===== src/rtl/fp16_to_int_seq.sv =====
// Multicycle fp16 -> signed INT_W integer converter; one alignment bit per clock, start/done handshake.
// Optional build macro FP2INT_ROUND_EN selects round-to-nearest-even; the default build truncates toward zero.
module fp16_to_int_seq #(
  parameter int INT_W = 16
) (
  input  logic             clk,
  input  logic             reset,
  input  logic             start,
  input  logic [15:0]      fp_in,
  output logic             busy,
  output logic             done,
  output logic [INT_W-1:0] int_out,
  output logic             overflow,
  output logic             invalid
);

  // state | meaning
  // IDLE  | waiting for start; last result held on the outputs
  // CLASS | classify exponent, pick shortcut or shift direction/count
  // SHIFT | align accumulator one bit per clock until cnt reaches 0
  // FIN   | apply sign/saturation, publish result with a done pulse
  typedef enum logic [1:0] {S_IDLE, S_CLASS, S_SHIFT, S_FIN} state_t;

  localparam logic signed [7:0] OVF_E = 8'(INT_W - 1);
  localparam logic [INT_W:0]    LIM   = {2'b01, {(INT_W-1){1'b0}}};

  state_t           state;
  logic             sign;
  logic [4:0]       exp_q;
  logic [INT_W:0]   acc;
  logic [4:0]       cnt;
  logic             shift_left;
  logic             sat;
  logic             ovf_q;
  logic             inv_q;
  logic             guard;
  logic             sticky;

  logic signed [7:0] e_val;
  logic              e_left;
  logic [4:0]        shift_n;
  logic              e_zero_result;
  logic [INT_W:0]    acc_r;
  logic              fin_ovf;
  logic [INT_W-1:0]  mag;
  logic [INT_W-1:0]  sat_val;

  always_comb begin
    e_val   = $signed({3'b000, exp_q}) - 8'sd15;
    e_left  = (e_val >= 8'sd10);
    shift_n = e_left ? 5'(e_val - 8'sd10) : 5'(8'sd10 - e_val);
`ifdef FP2INT_ROUND_EN
    // e==-1 still contributes a guard bit, so only e<=-2 is a guaranteed zero
    e_zero_result = (e_val < -8'sd1);
    acc_r   = acc + {{INT_W{1'b0}}, guard & (sticky | acc[0])};
    fin_ovf = sign ? (acc_r > LIM) : (acc_r >= LIM);
`else
    e_zero_result = (e_val < 8'sd0);
    acc_r   = acc;
    fin_ovf = 1'b0;
`endif
    mag     = acc_r[INT_W-1:0];
    sat_val = sign ? {1'b1, {(INT_W-1){1'b0}}} : {1'b0, {(INT_W-1){1'b1}}};
  end

  always_ff @(posedge clk or posedge reset) begin
    if (reset) begin
      state      <= S_IDLE;
      sign       <= 1'b0;
      exp_q      <= '0;
      acc        <= '0;
      cnt        <= '0;
      shift_left <= 1'b0;
      sat        <= 1'b0;
      ovf_q      <= 1'b0;
      inv_q      <= 1'b0;
      guard      <= 1'b0;
      sticky     <= 1'b0;
      busy       <= 1'b0;
      done       <= 1'b0;
      int_out    <= '0;
      overflow   <= 1'b0;
      invalid    <= 1'b0;
    end else begin
      done <= 1'b0;
      case (state)
        S_IDLE: begin
          if (start) begin
            sign       <= fp_in[15];
            exp_q      <= fp_in[14:10];
            acc        <= {{(INT_W-10){1'b0}}, 1'b1, fp_in[9:0]};
            cnt        <= '0;
            shift_left <= 1'b0;
            sat        <= 1'b0;
            ovf_q      <= 1'b0;
            inv_q      <= 1'b0;
            guard      <= 1'b0;
            sticky     <= 1'b0;
            overflow   <= 1'b0;
            invalid    <= 1'b0;
            busy       <= 1'b1;
            state      <= S_CLASS;
          end
        end
        S_CLASS: begin
          if (exp_q == 5'd31) begin
            inv_q <= 1'b1;
            sat   <= 1'b1;
            state <= S_FIN;
          end else if (exp_q == 5'd0) begin
            acc   <= '0;
            state <= S_FIN;
          end else if (e_val >= OVF_E) begin
            ovf_q <= 1'b1;
            sat   <= 1'b1;
            state <= S_FIN;
          end else if (e_zero_result) begin
            acc   <= '0;
            state <= S_FIN;
          end else begin
            shift_left <= e_left;
            cnt        <= shift_n;
            state      <= (shift_n == 5'd0) ? S_FIN : S_SHIFT;
          end
        end
        S_SHIFT: begin
          if (shift_left) begin
            acc <= acc << 1;
          end else begin
            // previous guard becomes sticky; the bit falling off now is the new guard
            acc    <= acc >> 1;
            guard  <= acc[0];
            sticky <= sticky | guard;
          end
          cnt <= cnt - 5'd1;
          if (cnt == 5'd1) state <= S_FIN;
        end
        S_FIN: begin
          if (sat || fin_ovf) int_out <= sat_val;
          else                int_out <= sign ? (-mag) : mag;
          overflow <= ovf_q | fin_ovf;
          invalid  <= inv_q;
          done     <= 1'b1;
          busy     <= 1'b0;
          state    <= S_IDLE;
        end
        default: state <= S_IDLE;
      endcase
    end
  end

endmodule


===== config.mk =====
export PLATFORM = sky130hd
export DESIGN_NAME = fp16_to_int_seq
export DESIGN_NICKNAME = d
export VERILOG_FILES = /design/src/rtl/fp16_to_int_seq.sv
export SDC_FILE = /design/constraint.sdc
export NUM_CORES = 1
export LEC_CHECK = 0
export ABC_AREA = 1
export CAP_MARGIN = 0
export CORE_MARGIN = 2
export CORE_UTILIZATION = 56
export DETAILED_ROUTE_END_ITERATION = 10
export GPL_TIMING_DRIVEN = 0
export PLACE_DENSITY_LB_ADDON = 0.12
export SLEW_MARGIN = 5
export SYNTH_ARGS = -nofsm -noshare
export SYNTH_HDL_FRONTEND = slang
export SYNTH_SLANG_ARGS = --single-unit

===== constraint.sdc =====
create_clock -name clk -period 2.37 [get_ports clk]
set_input_delay 0.711 -clock clk [delete_from_list [all_inputs] [get_ports clk]]
set_output_delay 0.711 -clock clk [all_outputs]
set_load 0.05 [all_outputs]

* Yosys cells after proc, flatten, opt, wreduce, memory -nomap -nowiden
Cells that the tools add are included.
** Word-level totals
- Register bits :: 54
- Bits of input ports :: 19
- Output and inout port bits :: 20
- Word-level logic and storage cells :: 98
** Operators by class
- Add/subtract/negate cells :: 5
- Order comparisons :: 3
- Equal/unequal tests :: 17
- Multiplexer cells :: 44
- Reductions and logical operators :: 15
** Operator list (count)
- two-way mux 17 bit :: 6
- case mux 17 bit (3 select lines) :: 1
- two-way mux 16 bit :: 3
- two-way mux 5 bit :: 6
- two-way mux 1 bit :: 17
- != test 2 bit, second input constant :: 8
- negator 16 bit :: 1
- case mux 5 bit (3 select lines) :: 1
- case mux 1 bit (2 select lines) :: 7
- greater-or-equal comparator 6 x 5 -> 1 bit, second input constant :: 2
- != test 3 bit, second input constant :: 4
- AND reduction 6 bit :: 2
- logical NOT 5 bit :: 2
- AND reduction 5 bit :: 2
- case mux 2 bit (4 select lines) :: 1
- less-than comparator 6 x 1 -> 1 bit, second input constant :: 1
- AND reduction 2 bit :: 3
- subtractor 5 x 4 -> 6 bit, second input constant :: 1
- equality test 5 x 1 -> 1 bit, second input constant :: 1
- equality test 5 bit, second input constant :: 1
- subtractor 5 x 1 -> 5 bit, second input constant :: 1
- subtractor 5 bit, first input constant :: 1
- subtractor 5 bit, second input constant :: 1
- equality test 2 bit, second input constant :: 2
- other kinds (7) :: 9

* Longest topological paths before layout
- Word-level depth :: 10
- Depth in mapped cells :: 14
- Mapped depth without buffers :: 14

* Worst setup path before layout
No wires, ideal clock.
- Kind :: register to register
- From :: register exp_q[0]
- To :: register cnt[4]
- Library setup time :: 0.076 ns
- Data arrival time :: 1.930 ns
- Data required time :: 2.294 ns
- Slack :: 0.364 ns
- Stages on the path, launching flop included :: 14
- Path buffers :: 0
- Period minus slack after synthesis :: 2.006 ns
- Cells stage by stage :: dfrtp_1 ha_1 nand2_1 nor2_1 ha_1 nand2_1 inv_1 a311oi_1 nand2_1 nor2_4 nand2_1 inv_2 nand2_1 o21ai_1
** On the way
- Word-level cells in the longest chain between the ends :: 8
- Elaborated cells on any way between the ends :: 19
- Classes of those cells :: add/sub: 3; order compare: 3; eq/ne: 5; mux: 6; reduce/logical: 2
** Ends and longest elaborated chain
- from (decl) :: line 29 : logic [4:0] exp_q;
- from (signal assigned) :: line 90 : exp_q <= fp_in[14:10];
- subtractor 5 x 4 -> 6 bit :: line 49 : e_val = $signed({3'b000, exp_q}) - 8'sd15;
- subtractor 5 bit / greater-or-equal comparator 6 x 5 -> 1 bit (equally long branches) :: line 51, 50
- two-way mux 5 bit :: line 51 : shift_n = e_left ? 5'(e_val - 8'sd10) : 5'(8'sd10 - e_val);
- two-way mux 5 bit :: line 117 : end else if (e_zero_result) begin
- two-way mux 5 bit :: line 113 : end else if (e_val >= OVF_E) begin
- two-way mux 5 bit :: line 110 : end else if (exp_q == 5'd0) begin
- two-way mux 5 bit :: line 106 : if (exp_q == 5'd31) begin
- case mux 5 bit (3 select lines) :: line 86 : case (state)
- to (signal assigned) :: line 122 : cnt <= shift_n;
- to (signal assigned) :: line 135 : cnt <= cnt - 5'd1;
- to (decl) :: line 31 : logic [4:0] cnt;
Parallel ways exist; a longest one is shown, timed or not. The select of a mux whose other input is x is not followed.
A chain may end at the register's enable or synchronous reset.

* Worst setup path in the final report
- From :: register int_out[13]
- To :: output int_out[13]
** RTL lines
- from (decl) :: line 12 : output logic [INT_W-1:0] int_out,
- from (signal assigned) :: line 139 : if (sat || fin_ovf) int_out <= sat_val;
- from (signal assigned) :: line 140 : else int_out <= sign ? (-mag) : mag;
No word-level cell between the ends.

==> flow_metrics.tcl <==
set metrics [dict create \
    grt_pass1_wl_mm 13.12 \
    drt-total-wl_mm 7.593 \
    total_power_w 0.006433 \
    timing.rr.end "cnt[2]" \
    drive_gt1_frac 0.08299 \
    antenna_cells 0 \
    drcViolationCount 0 \
    grt_setup_unrepaired "no" \
    cp-endpoint "int_out[13]" \
    clk_pin_slew_ps 100 \
    clock_sinks 54 \
    tightest_slew_ps 495.6 \
    cts_root_buf "clkbuf_8" \
    synth.distinct_cells 41 \
    rrSetupSlack_ps 210 \
    synth_most_common_cell "nand2_1" \
    drt_iter0_markers 188 \
    syn-cell-area_mm2 0.003351 \
    routedWlPerCell_um 13.63 \
    hp-start "int_out[2]" \
    skew_ps 7.538 \
    h-tree-depth 2 \
    critPathRequiredTime_ps 1660 \
    nets 516 \
    syn_area_per_cell_um2 7.774 \
    ys.flop_type "dfrtp_1" \
    rr_worst_depth 13 \
    worst-path-buf-inv 1 \
    die_h_um 81.35 \
    ys_seq_area_frac 0.4033 \
    r2r-start "exp_q[0]" \
    postLayoutCoreUtil 0.6801 \
    critPathTopFamily "buffers and inverters" \
    place_congestion 0.8807 \
    setup_viol 0 \
    synth_commonest_cells "75 x nand2_1, 54 x dfrtp_1, 50 x inv_1, 41 x o21ai_0, 33 x nor2_1" \
    endpoint_kind "output port" \
    detail_route.vias_per_cell 5.481 \
    dp.final_hpwl_mm 5.783 \
    core-area_mm2 0.005851 \
    slowest_delay_ps 800 \
    period_share 0.9257 \
    cp_slowest_cell "clkdlybuf4s50_1" \
    ir_drop_uv 809.1 \
    drv_slew 0 \
    ant_nets 0 \
    cellLeakagePower_nw 1.816 \
    dr_total_vias 3053 \
    gr-usage-all-layers 0.2517 \
    period_minus_slack_ps 2194 \
    synth_top_area_frac 0.4033 \
    synth_area_leaders "dfrtp_1 40%, nand2_1 8.4%, o21ai_0 6.1%" \
    startpoint_type "flop" \
    synth_top_cell_by_area "dfrtp_1" \
    clock.fmax_mhz 455.8 \
    clk_latency_ps 310 \
    cts_tree "done" \
    design.die.area_mm2 0.006618 \
    crit_chain "clkdlybuf4s50_1" \
    grt_max_degree 36 \
    startpoint "int_out[13]" \
    pin_count 39 \
    hold_violations 0 \
    portBuffers 38 \
    slew_headroom 0.6686 \
    synth_seq_cells 54 \
    cts_buffer_depth 2 \
    dieWidth_um 81.35 \
    hold_path.class "reg2reg" \
    postSynth.asyncResetShare 1.000 \
    drt_first_pass_iters 5 \
    cp.depth 1 \
    crit_arrival_ps 1480 \
    powerDensity_mw_per_mm2 1617 \
    syn-num-nets 466 \
    crit_fanout 2 \
    rows 28 \
    critPathKind "reg2out" \
    start_util 0.5727 \
    postSynthCellCount 431 \
    cts_buffers 5 \
    grt_pass1_vias 2860 \
    yosys_warnings 0 \
    grt-ovfl-total 0 \
    max-cap-violations 0 \
    antenna_found_initial 0 \
    outcome "complete, no violations" \
    synth_edf_count 0 \
    synthToLayoutAreaGrowth_pct 18.75 \
]
-- registers in the layout, summed over array words and instances (netlist names) --
name        count
state           2
busy            1
invalid         1
sign            1
inv_q           1
shift_left      1
cnt             5
acc            17
int_out        16
exp_q           5
done            1
sat             1
ovf_q           1
overflow        1
-- cell families after synthesis --
| logic type | after synthesis | synth area share |
|---|---|---|
| fa+ha+maj | 16 | 0.05975 |
| simple gates | 157 | 0.2177 |
| compound gates | 120 | 0.2028 |
| flops | 54 | 0.4033 |
| buf+inv | 72 | 0.08514 |
| xor+xnor | 12 | 0.03137 |
-- placed cells by master (no fill, tap or decap), types with 2 or more instances in the layout --
| cell | synthesis | routed |
|---|---|---|
| nor3_1 | 3 | 3 |
| nand2_4 | 5 | 5 |
| inv_1 | 50 | 49 |
| clkinv_1 | 2 | 2 |
| o21ai_0 | 41 | 41 |
| o21ai_1 | 15 | 15 |
| nand2_1 | 75 | 75 |
| inv_2 | 3 | 4 |
| clkbuf_8 | 0 | 6 |
| nand3b_1 | 3 | 3 |
| o211ai_1 | 5 | 5 |
| a21oi_1 | 31 | 31 |
| nor2_1 | 33 | 33 |
| clkdlybuf4s50_1 | 0 | 38 |
| a31oi_1 | 12 | 12 |
| buf_4 | 2 | 6 |
| o21bai_1 | 2 | 2 |
| ha_1 | 16 | 16 |
| o22ai_1 | 6 | 6 |
| dfrtp_1 | 54 | 52 |
| nand2_2 | 3 | 3 |
| dfrtp_2 | 0 | 2 |
| nand3_1 | 25 | 25 |
| nand4_1 | 3 | 3 |
| clkbuf_1 | 12 | 12 |
| xor2_1 | 11 | 11 |
| buf_2 | 2 | 2 |
-- power breakdown --
group,internal (W),total [W],switching (W),leakage (nW)
Combinational,0.00146,0.00421,0.00275,1.10
Sequential,0.00133,0.00167,0.000343,0.664
Clock,0.000236,0.000550,0.000314,0.0472
Total,0.00303,0.00643,0.00340,1.82
-- worst min-delay path, stage by stage (launching register included) --
cell and delay, ps:
dfrtp_1 350, nand2_1 50, o21ai_0 60
-- what timing repair did --
action | in CTS | in global routing
hold buffers | 0 | 0
gates resized for setup | 0 | 3
buffers inserted | 0 | 4
setup endpoints to repair | 0 | 21
-- worst min path at each step --
stage,slack (ps),end,cells after the start
after floorplan,470,acc[0],2
after detailed placement,470,int_out[2],2
after global routing,520,int_out[9],2
final,490,int_out[2],2
after CTS,500,int_out[2],2
after global placement,470,int_out[6],2
-- per-stage QoR --
stage / hold WS [ps] / TNS, ps / setup WS, ps / std cells / cell area [um2]
2_1_floorplan: 474.6 / 0 / 344.4 / 431 / 3351
3_3_place_gp: 465.8 / -36430 / -654.8 / 544 / 3825
3_5_place_dp: 472.7 / -1466 / -119.9 / 545 / 3845
4_1_cts: 497.8 / 0 / 22.11 / 553 / 3940
5_1_grt: 515.5 / 0 / 38.15 / 557 / 3979
6_report: 489.5 / 0 / 176.0 / 557 / 3979
-- final cells by class --
| class | instances | area, um2 |
|---|---|---|
| Clock buffer | 6 | 82.58 |
| Timing Repair Buffer | 43 | 430.4 |
| Clock inverter | 2 | 12.51 |
| Buffer | 16 | 70.07 |
| Sequential cell | 54 | 1354 |
| Tap cell | 75 | 93.84 |
| Fill cell | 499 | 1872 |
| Inverter | 56 | 215.2 |
| Multi-Input combinational cell | 305 | 1720 |
-- per-layer routing --
metal	wire length, um	vias up	global-route usage
li1	-	1534	-
met1	3553	1418	0.3592
met2	3555	94	0.4057
met3	401	7	0.03667
met4	84	0	0.05424
met5	0	-	0
Note: power is estimated with default switching activity, not from simulation.
